==> src/rtl/regfile_pkg.sv <==
// rtl/regfile_pkg.sv - shared types and constants for the retire-to-regfile writeback queue
//
// Purpose : register-index / data widths, the x0 index constant and the queued
//           entry type used by regfile_writer and regfile_writer_bypass.
// Ports   : none (package).
package regfile_pkg;

    localparam int REG_W  = 5;
    localparam int DATA_W = 32;

    // Writes to x0 are architecturally discarded.
    localparam logic [REG_W-1:0] REG_X0 = '0;

    typedef struct packed {
        logic [REG_W-1:0]  addr;
        logic [DATA_W-1:0] data;
    } wb_entry_t;

endpackage

==> src/rtl/regfile_writer_bypass.sv <==
// rtl/regfile_writer_bypass.sv - youngest-match lookup of one read port into the writeback queue
//
// Purpose : combinationally search the valid queue entries for i_addr and return
//           the data of the youngest match; never hits on x0.
// Ports   : i_q       queue storage (all DEPTH slots)
//           i_rd_ptr  slot index of the oldest valid entry
//           i_count   number of valid entries
//           i_addr    register index being read
//           o_hit     a valid entry for i_addr is queued
//           o_data    data of the youngest matching entry (0 when no hit)
module regfile_writer_bypass
    import regfile_pkg::*;
#(
    parameter int DEPTH = 4
)(
    input  wb_entry_t [DEPTH-1:0]      i_q,
    input  logic [$clog2(DEPTH)-1:0]   i_rd_ptr,
    input  logic [$clog2(DEPTH):0]     i_count,
    input  logic [REG_W-1:0]           i_addr,
    output logic                       o_hit,
    output logic [DATA_W-1:0]          o_data
);

    localparam int PW = $clog2(DEPTH);
    localparam int CW = PW + 1;

    logic [PW-1:0] w_idx;

    // Walk from oldest to youngest so that a later (younger) match overrides.
    always_comb begin
        o_hit  = 1'b0;
        o_data = '0;
        w_idx  = '0;
        for (int i = 0; i < DEPTH; i++) begin
            w_idx = i_rd_ptr + PW'(i);
            if ((CW'(i) < i_count) && (i_addr != REG_X0) && (i_q[w_idx].addr == i_addr)) begin
                o_hit  = 1'b1;
                o_data = i_q[w_idx].data;
            end
        end
    end

endmodule

==> src/rtl/regfile_writer.sv <==
// rtl/regfile_writer.sv - two-wide retire queue draining into a two-write-port register file
//
// Purpose : accepts up to two retire results per cycle (in0 older than in1),
//           drops x0 writes, queues the rest and drains up to two per cycle onto
//           the regfile write ports, coalescing same-address pairs so both ports
//           never target one register.
// Config  : define WB_BYPASS_EN to add four read-bypass lookup ports.
// Ports   : clk, rst                  clock, asynchronous active-high reset
//           inN_valid/addr/data       retire slots (N = 0, 1)
//           in_ready                  both slots may be presented this cycle
//           we1/w_addr1/w_data1       regfile write port 1
//           we2/w_addr2/w_data2       regfile write port 2
//           byp_addrK/hitK/dataK      bypass lookups, K = 0..3 (WB_BYPASS_EN only)
//           count, empty              queue occupancy
module regfile_writer
    import regfile_pkg::*;
#(
    parameter int DEPTH = 4
)(
    input  logic                     clk,
    input  logic                     rst,
    input  logic                     in0_valid,
    input  logic [REG_W-1:0]         in0_addr,
    input  logic [DATA_W-1:0]        in0_data,
    input  logic                     in1_valid,
    input  logic [REG_W-1:0]         in1_addr,
    input  logic [DATA_W-1:0]        in1_data,
    output logic                     in_ready,
    output logic                     we1,
    output logic [REG_W-1:0]         w_addr1,
    output logic [DATA_W-1:0]        w_data1,
    output logic                     we2,
    output logic [REG_W-1:0]         w_addr2,
    output logic [DATA_W-1:0]        w_data2,
`ifdef WB_BYPASS_EN
    input  logic [REG_W-1:0]         byp_addr0,
    input  logic [REG_W-1:0]         byp_addr1,
    input  logic [REG_W-1:0]         byp_addr2,
    input  logic [REG_W-1:0]         byp_addr3,
    output logic                     byp_hit0,
    output logic                     byp_hit1,
    output logic                     byp_hit2,
    output logic                     byp_hit3,
    output logic [DATA_W-1:0]        byp_data0,
    output logic [DATA_W-1:0]        byp_data1,
    output logic [DATA_W-1:0]        byp_data2,
    output logic [DATA_W-1:0]        byp_data3,
`endif
    output logic [$clog2(DEPTH):0]   count,
    output logic                     empty
);

    localparam int PW = $clog2(DEPTH);
    localparam int CW = PW + 1;

    wb_entry_t [DEPTH-1:0] r_q;
    logic [PW-1:0]         r_rd_ptr;
    logic [PW-1:0]         r_wr_ptr;
    logic [CW-1:0]         r_count;

    logic                  w_push0;
    logic                  w_push1;
    logic [1:0]            w_push_n;
    logic [1:0]            w_pop_n;
    logic [PW-1:0]         w_wr_ptr1;
    logic [PW-1:0]         w_rd_ptr1;
    wb_entry_t             w_h0;
    wb_entry_t             w_h1;

    // Room for two pushes is guaranteed even before this cycle's drain is counted.
    assign in_ready = (r_count <= CW'(DEPTH - 2));

    assign w_push0  = in0_valid && in_ready && (in0_addr != REG_X0);
    assign w_push1  = in1_valid && in_ready && (in1_addr != REG_X0);
    assign w_push_n = {1'b0, w_push0} + {1'b0, w_push1};

    // The regfile never stalls: drain as much as the two ports allow.
    assign w_pop_n  = (r_count == '0)      ? 2'd0 :
                      (r_count == CW'(1))  ? 2'd1 : 2'd2;

    // in1 lands behind in0 only when in0 was actually queued.
    assign w_wr_ptr1 = r_wr_ptr + PW'(w_push0);
    assign w_rd_ptr1 = r_rd_ptr + PW'(1);

    assign w_h0 = r_q[r_rd_ptr];
    assign w_h1 = r_q[w_rd_ptr1];

    always_ff @(posedge clk or posedge rst) begin
        if (rst) begin
            r_rd_ptr <= '0;
            r_wr_ptr <= '0;
            r_count  <= '0;
        end else begin
            r_wr_ptr <= r_wr_ptr + PW'(w_push_n);
            r_rd_ptr <= r_rd_ptr + PW'(w_pop_n);
            r_count  <= r_count + CW'(w_push_n) - CW'(w_pop_n);
        end
    end

    // Storage carries no reset; occupancy alone decides what is valid.
    always_ff @(posedge clk) begin
        if (!rst) begin
            if (w_push0) begin
                r_q[r_wr_ptr] <= '{addr: in0_addr, data: in0_data};
            end
            if (w_push1) begin
                r_q[w_wr_ptr1] <= '{addr: in1_addr, data: in1_data};
            end
        end
    end

    // Same-address pair: the younger value is the only one that matters, so it
    // goes out alone on port 1 and both entries retire together.
    always_comb begin
        we1     = 1'b0;
        we2     = 1'b0;
        w_addr1 = w_h0.addr;
        w_data1 = w_h0.data;
        w_addr2 = w_h1.addr;
        w_data2 = w_h1.data;
        if (r_count == CW'(1)) begin
            we1 = 1'b1;
        end else if (r_count >= CW'(2)) begin
            we1 = 1'b1;
            if (w_h0.addr == w_h1.addr) begin
                w_addr1 = w_h1.addr;
                w_data1 = w_h1.data;
            end else begin
                we2 = 1'b1;
            end
        end
    end

    assign count = r_count;
    assign empty = (r_count == '0);

`ifdef WB_BYPASS_EN
    logic [3:0][REG_W-1:0]  w_byp_addr;
    logic [3:0]             w_byp_hit;
    logic [3:0][DATA_W-1:0] w_byp_data;

    assign w_byp_addr = {byp_addr3, byp_addr2, byp_addr1, byp_addr0};
    assign {byp_hit3, byp_hit2, byp_hit1, byp_hit0}     = w_byp_hit;
    assign {byp_data3, byp_data2, byp_data1, byp_data0} = w_byp_data;

    for (genvar k = 0; k < 4; k++) begin : g_byp
        regfile_writer_bypass #(
            .DEPTH (DEPTH)
        ) u_byp (
            .i_q      (r_q),
            .i_rd_ptr (r_rd_ptr),
            .i_count  (r_count),
            .i_addr   (w_byp_addr[k]),
            .o_hit    (w_byp_hit[k]),
            .o_data   (w_byp_data[k])
        );
    end
`endif

endmodule

==> config.mk <==
export PLATFORM = sky130hd
export DESIGN_NAME = regfile_writer
export DESIGN_NICKNAME = d
export VERILOG_FILES = /design/src/rtl/regfile_pkg.sv /design/src/rtl/regfile_writer_bypass.sv /design/src/rtl/regfile_writer.sv
export SDC_FILE = /design/constraint.sdc
export NUM_CORES = 1
export LEC_CHECK = 0
export ABC_AREA = 0
export BUFFER_PORTS_ARGS = -buffer_cell sky130_fd_sc_hd__buf_4
export CAP_MARGIN = 20
export CORE_MARGIN = 10
export CORE_UTILIZATION = 50
export CTS_CLUSTER_DIAMETER = 120
export DETAILED_ROUTE_END_ITERATION = 7
export HOLD_SLACK_MARGIN = 0.1
export PLACE_DENSITY_LB_ADDON = 0.08
export SLEW_MARGIN = 15
export SYNTH_ARGS = -nofsm -noshare
export SYNTH_HDL_FRONTEND = slang
export SYNTH_SLANG_ARGS = --single-unit
export TNS_END_PERCENT = 20
==> constraint.sdc <==
create_clock -name clk -period 6.2 [get_ports clk]
set_input_delay 0.93 -clock clk [delete_from_list [all_inputs] [get_ports clk]]
set_output_delay 0.93 -clock clk [all_outputs]
set_load 0.01 [all_outputs]
==> flow_summary_export.csv, run 1 <==
group,metric,value,unit
outcome,outcome,"completed",
clock_tree,clockRootBuffer,"clkbuf_16",
setup_path,path_buf_inv,2,
die,io_pins,159,
clock_tree,cts_hold_buf,0,
clock_tree,clk_latency,0.43,ns
setup_path,max_stage_delay,0.79,ns
setup_path,r2r_slack,2.93,ns
setup_path,cp.depth,8,
clock_tree,cts_max_level,4,
detailed_routing,viasPerCell,5.96,
power,finalPower,6.43,mW
finish,final_cell_mix,"buf_4 (173), mux2i_1 (152), nor2_1 (150)",
global_route,grt_pass1_wl,43800,um
clock_tree,path_clk_slew,0.06,ns
detailed_routing,vias,7537,
finish,finalNetCount,1067,
clock_tree,cts_buffers,17,
placed_design,dpl_worst_slack,1.76,ns
detailed_routing,drc,0,
timing,final.setup.worst_slack,1.30,ns
finish,final_common_cell,"buf_4",
synthesis,synth.distinct_cells,36,
synthesis,syn_nets,944,
setup_path,reg2reg_depth,8,
setup_path,rr_endpoint,"r_q[88]",
power,powerDensity,519,nW/um^2
timing,slew_violations,0,
timing,relSlewSlack,29.5,%
synthesis,synth_area_leader_cell,"edfxtp_1",
die,die_area,27000,um^2
clock_tree,clkSinkCount,155,
die,core-area,20400,um^2
detailed_routing,wl_per_cell,21.8,um
power,ir_drop,0.261,mV
synthesis,yosysSeqAreaShare,44.4,%
finish,final_core_util,60.8,%
detailed_routing,antenna_left,0,
synthesis,synth_area_leaders,"edfxtp_1 (43%), mux4_2 (16%), mux2i_1 (15%), a21oi_1 (7.2%), nor2_1 (5.4%)",
setup_path,crit_path_frequent_cell,"buf_4",
hold_path,hold_start,"count[2]",
timing,post-route-min-period,4.90,ns
power,switchingPower,2.36,mW
synthesis,ys_ff_latch,155,
synthesis,synth_area,10400,um^2
power,power_frac_seq,30.9,%
setup_path,critPathLaunchType,"flip-flop",
setup_path,cpMaxStageDelayCell,"nor4_4",
setup_path,cp_data_required_time,5.27,ns
placed_design,gp_congestion,0.779,
die,die_x,164,um
timing,finalSetupViolations,0,
synthesis,yosysTopAreaCellShare,42.7,%
detailed_routing,drt-total-wl,27600,um
setup_path,critPathArrivalTime,3.97,ns
synthesis,syn_inst,858,
synthesis,avgSynthCellArea,12.1,um^2
timing,rsz0062_at_grt,"false",
global_route,antenna_found_initial,1,
timing,fin_tns_setup,0,ns
hold_path,whs_path_depth,1,
hold_path,hold_path.class,"flip-flop to flip-flop",
die,num_rows,52,
placed_design,placed_cell_area,11700,um^2
clock_tree,cts-resized-gates,0,
timing,fmax,204,MHz
finish,fill_cells,1714,
timing,period_share,79.0,%
power,pwr-share-comb,51.6,%
hold_path,holdPathEnd,"count[2]",
clock_tree,ctsLongestPathBuffers,2,
power,netSwitchingFraction,36.7,%
setup_path,critPathMaxFanout,39,
die,fp.dieH,164,um
global_route,first_global_vias,7646,
clock_tree,postCtsSetupBuffers,0,
detailed_routing,drtPass1Iterations,5,
power,clkPwrFrac,17.4,%
setup_path,cp_top_family,"simple AND/OR/NAND/NOR gates",
setup_path,path_class,"flip-flop to primary output",
global_route,grt_usage,20.5,%
die,start_util,51.1,%
placed_design,io_buffers,158,
setup_path,crit_path_end_kind,"primary output",
setup_path,path_cells,"or2_0, mux4_2, o311ai_1, o211ai_1, nor4_4, buf_4, mux2_1, buf_4",
timing,finalHoldViolCount,0,
timing,clock_skew,0.0115,ns
global_route,grt-ovfl-total,0,
detailed_routing,initialDrtViolationCount,570,
finish,drive_gt1_share,29.3,%
job,cap_violations,0,
clock_tree,cts_tree,"done",
synthesis,yosysWarnings,0,
power,internal-power,4.07,mW
placed_design,hpwl,18000,um
global_route,grt_max_degree,111,
timing,worst_pin_slew,1.06,ns
finish,area_growth,18.8,%
finish,postLayoutCellArea,12400,um^2
power,power.static_leakage,4.65,nW
setup_path,timing.rr.start,"count[1]",
-- power groups by stage --
stage / Combinational [mW] / Sequential (mW) / Clock [mW]
after global placement: 3.30 / 1.98 / 0
after detailed placement: 3.36 / 2.00 / 0
after floorplan: 2.31 / 1.81 / 0
final: 3.32 / 1.99 / 1.12
after CTS: 3.37 / 1.98 / 1.13
after global routing: 3.63 / 2.04 / 1.18
-- metal layers --
layer / up-vias / wire, um / track usage [%]
li1: 3528 / - / -
met1: 3759 / 12100 / 27.2
met2: 230 / 13400 / 33.5
met3: 20 / 1830 / 5.01
met4: 0 / 226 / 4.31
met5: - / 0 / 0
-- logic make-up after synthesis --
logic type	share of synthesized area (%)
flip-flops	44.4
buffers and inverters	3.65
AO/OA/AOI/OAI	7.84
adder cells (fa/ha/maj)	1.11
XOR/XNOR	1.85
AND/OR/NAND/NOR	6.89
multiplexers	34.3
-- state kept, by name, indices dropped and copies added (netlist names) --
| signal | cells |
|---|---|
| r_wr_ptr | 2 |
| r_rd_ptr | 2 |
| count | 3 |
| r_q | 148 |
-- stage by stage --
step	hold WS, ns	std cells
after floorplan	0.557	858
after global placement	0.556	1232
after detailed placement	0.556	1232
after CTS	0.571	1264
after global routing	0.582	1264
final	0.558	1265
-- worst max path at each step --
stage | startpoint | end | slack, ns
after detailed placement | r_rd_ptr[1] | w_data1[13] | 1.76
after floorplan | rst | count[0] | 1.35
final | r_rd_ptr[1] | w_data1[13] | 1.30
after global routing | r_rd_ptr[1] | w_data1[13] | 1.11
after global placement | r_rd_ptr[1] | w_data1[15] | 1.89
after CTS | r_rd_ptr[1] | w_data1[13] | 1.31
-- Yosys cell counts --
library cell,count
clkbuf_1,21
mux4_2,75
ha_1,6
a31oi_1,1
nand2_1,6
mux2_1,32
inv_2,2
or2_0,1
nor3b_1,1
nand2b_1,2
nand3_1,3
buf_2,25
o311a_1,1
nor2_2,1
or4_1,1
dfrtp_1,7
buf_1,13
a21oi_1,149
or3_1,4
o21ai_0,3
inv_1,9
fa_1,2
mux2i_1,152
buf_6,3
o311ai_1,1
nand3b_1,1
edfxtp_1,148
nor3_1,2
xor2_1,9
nor4_4,1
nor2_1,150
o211ai_1,4
and3_1,1
and2_1,1
buf_4,7
xnor2_1,13
-- layout make-up --
class	instances	area, um^2	share of cell area, %
flip-flops and latches	155	4630	37.4
well taps	270	338	2.73
clock inverters	14	196	1.59
repair buffers	173	1300	10.5
diodes	1	2.50	0.0202
inverters	11	46.3	0.374
multi-input cells	623	5440	43.9
clock buffers	18	429	3.47
Note: power is estimated with default switching activity, not from simulation.
==> run 2: changes to the inputs <==
Clock period 6.2 ns to 4 ns, I/O delays scaled along.
==> flow_summary_export.csv, run 2 (synthesis results as in run 1) <==
group,metric,value,unit
outcome,outcome,"completed",
setup_path,crit_path_end_kind,"primary output",
power,finalPower,9.90,mW
clock_tree,path_clk_slew,0.06,ns
die,fp.dieH,164,um
clock_tree,clk_latency,0.43,ns
power,power.static_leakage,4.69,nW
finish,final_common_cell,"buf_4",
setup_path,critPathArrivalTime,3.19,ns
timing,finalSetupViolations,0,
global_route,grt_usage,20.6,%
setup_path,reg2reg_depth,6,
die,io_pins,159,
timing,rsz0062_at_grt,"false",
power,netSwitchingFraction,37.1,%
timing,slew_violations,0,
setup_path,timing.rr.start,"count[2]",
clock_tree,cts_max_level,4,
finish,layoutNonFillerInstCount,1271,
clock_tree,cts_buffers,17,
placed_design,dp_cells,1238,
detailed_routing,vias,7546,
global_route,antenna_found_initial,1,
placed_design,hpwl,18000,um
finish,regMostFlops,"r_q",
setup_path,path_class,"flip-flop to primary output",
clock_tree,cts-resized-gates,0,
power,switchingPower,3.67,mW
timing,finalHoldViolCount,0,
finish,drive_gt1_share,29.8,%
hold_path,hold_path.class,"input pin to async pin",
finish,finalNetCount,1073,
die,die_x,164,um
placed_design,gp_congestion,0.787,
clock_tree,cts_tree,"done",
job,cap_violations,0,
setup_path,critPathMaxFanout,24,
timing,hold_ws,0.304,ns
global_route,grt_max_degree,77,
detailed_routing,initialDrtViolationCount,668,
clock_tree,ctsLongestPathBuffers,2,
placed_design,io_buffers,158,
timing,post-route-min-period,3.79,ns
clock_tree,clkSinkCount,155,
timing,period_share,94.6,%
power,ir_drop,0.344,mV
timing,fin_tns_setup,0,ns
clock_tree,clockRootBuffer,"clkbuf_16",
setup_path,cp_data_required_time,3.40,ns
power,pwr-share-comb,52.9,%
power,power_frac_seq,30.5,%
clock_tree,postCtsSetupBuffers,0,
timing,worst_pin_slew,0.781,ns
timing,clock_skew,0.00729,ns
setup_path,r2r_slack,1.10,ns
timing,relSlewSlack,47.8,%
finish,largest_reg_flops,148,
power,clkPwrFrac,16.6,%
power,internal-power,6.23,mW
power,powerDensity,795,nW/um^2
timing,fmax,264,MHz
finish,area_growth,19.6,%
global_route,grt_pass1_wl,43700,um
detailed_routing,drtPass1Iterations,5,
detailed_routing,wl_per_cell,21.8,um
die,start_util,51.1,%
detailed_routing,drt-total-wl,27700,um
finish,final_cell_mix,"buf_4 (173), mux2i_1 (152), nor2_1 (150)",
setup_path,critPathLaunchType,"flip-flop",
die,die_area,27000,um^2
detailed_routing,antenna_left,0,
global_route,grt-ovfl-total,0,
detailed_routing,viasPerCell,5.94,
die,core-area,20400,um^2
die,num_rows,52,
detailed_routing,drc,0,
global_route,first_global_vias,7607,
clock_tree,cts_hold_buf,0,
setup_path,rr_endpoint,"r_q[140]",
## run 2: layout make-up
type,instances,area (um^2)
inverter,11,45.0
sequential,155,4630
multi-input combinational,623,5440
tap,270,338
fill,1668,7910
timing repair buffer,179,1420
clock inverter,14,159
clock buffer,18,429
antenna,1,2.50
## run 2: through the flow
stage | cell area [um^2] | worst slack, ns | utilization [%]
after floorplan | 10400 | 0.753 | -
after global placement | 11900 | 0.708 | 58.3
after detailed placement | 11900 | 0.681 | 58.3
after CTS | 12500 | 0.208 | 61.1
after global routing | 12500 | 0.0221 | 61.1
final | 12500 | 0.215 | 61.2
## run 2: power by group through the flow
| stage | combinational [mW] | clock [mW] | sequential (mW) |
|---|---|---|---|
| 4_1_cts | 5.32 | 1.67 | 3.01 |
| 5_1_grt | 5.72 | 1.75 | 3.09 |
| 3_3_place_gp | 5.21 | 0 | 3.01 |
| 2_1_floorplan | 3.58 | 0 | 2.81 |
| 3_5_place_dp | 5.29 | 0 | 3.03 |
| 6_report | 5.24 | 1.64 | 3.02 |
## run 2: how the worst max path moves through the flow
| stage | startpoint | to | slack (ns) | depth (start not counted) |
|---|---|---|---|---|
| 2_1_floorplan | rst | r_q[0] | 0.75 | 1 |
| 3_3_place_gp | in1_addr[1] | count[2] | 0.71 | 13 |
| 3_5_place_dp | r_rd_ptr[0] | w_data1[8] | 0.68 | 8 |
| 4_1_cts | r_rd_ptr[0] | w_data1[8] | 0.21 | 8 |
| 5_1_grt | r_rd_ptr[0] | w_data1[29] | 0.02 | 8 |
| 6_report | r_rd_ptr[1] | w_data1[8] | 0.21 | 8 |
## run 2: per-layer routing
layer	wire length [um]	part of all wire [%]	up-vias	global-route usage [%]
met2	13600	49	288	33.6
met1	11700	42	3678	27.2
met3	2130	7.7	28	4.86
met5	0	0	-	0
met4	380	1.4	0	5.40
li1	-	-	3552	-
## run 2: worst max-delay path: stages (launching register included)
cell      delay, ns
dfrtp_4        0.61
or2_0          0.24
mux4_2         0.44
o311ai_1       0.08
o211ai_1       0.22
nor4_4         0.23
buf_4          0.35
mux2_1         0.42
buf_4          0.17
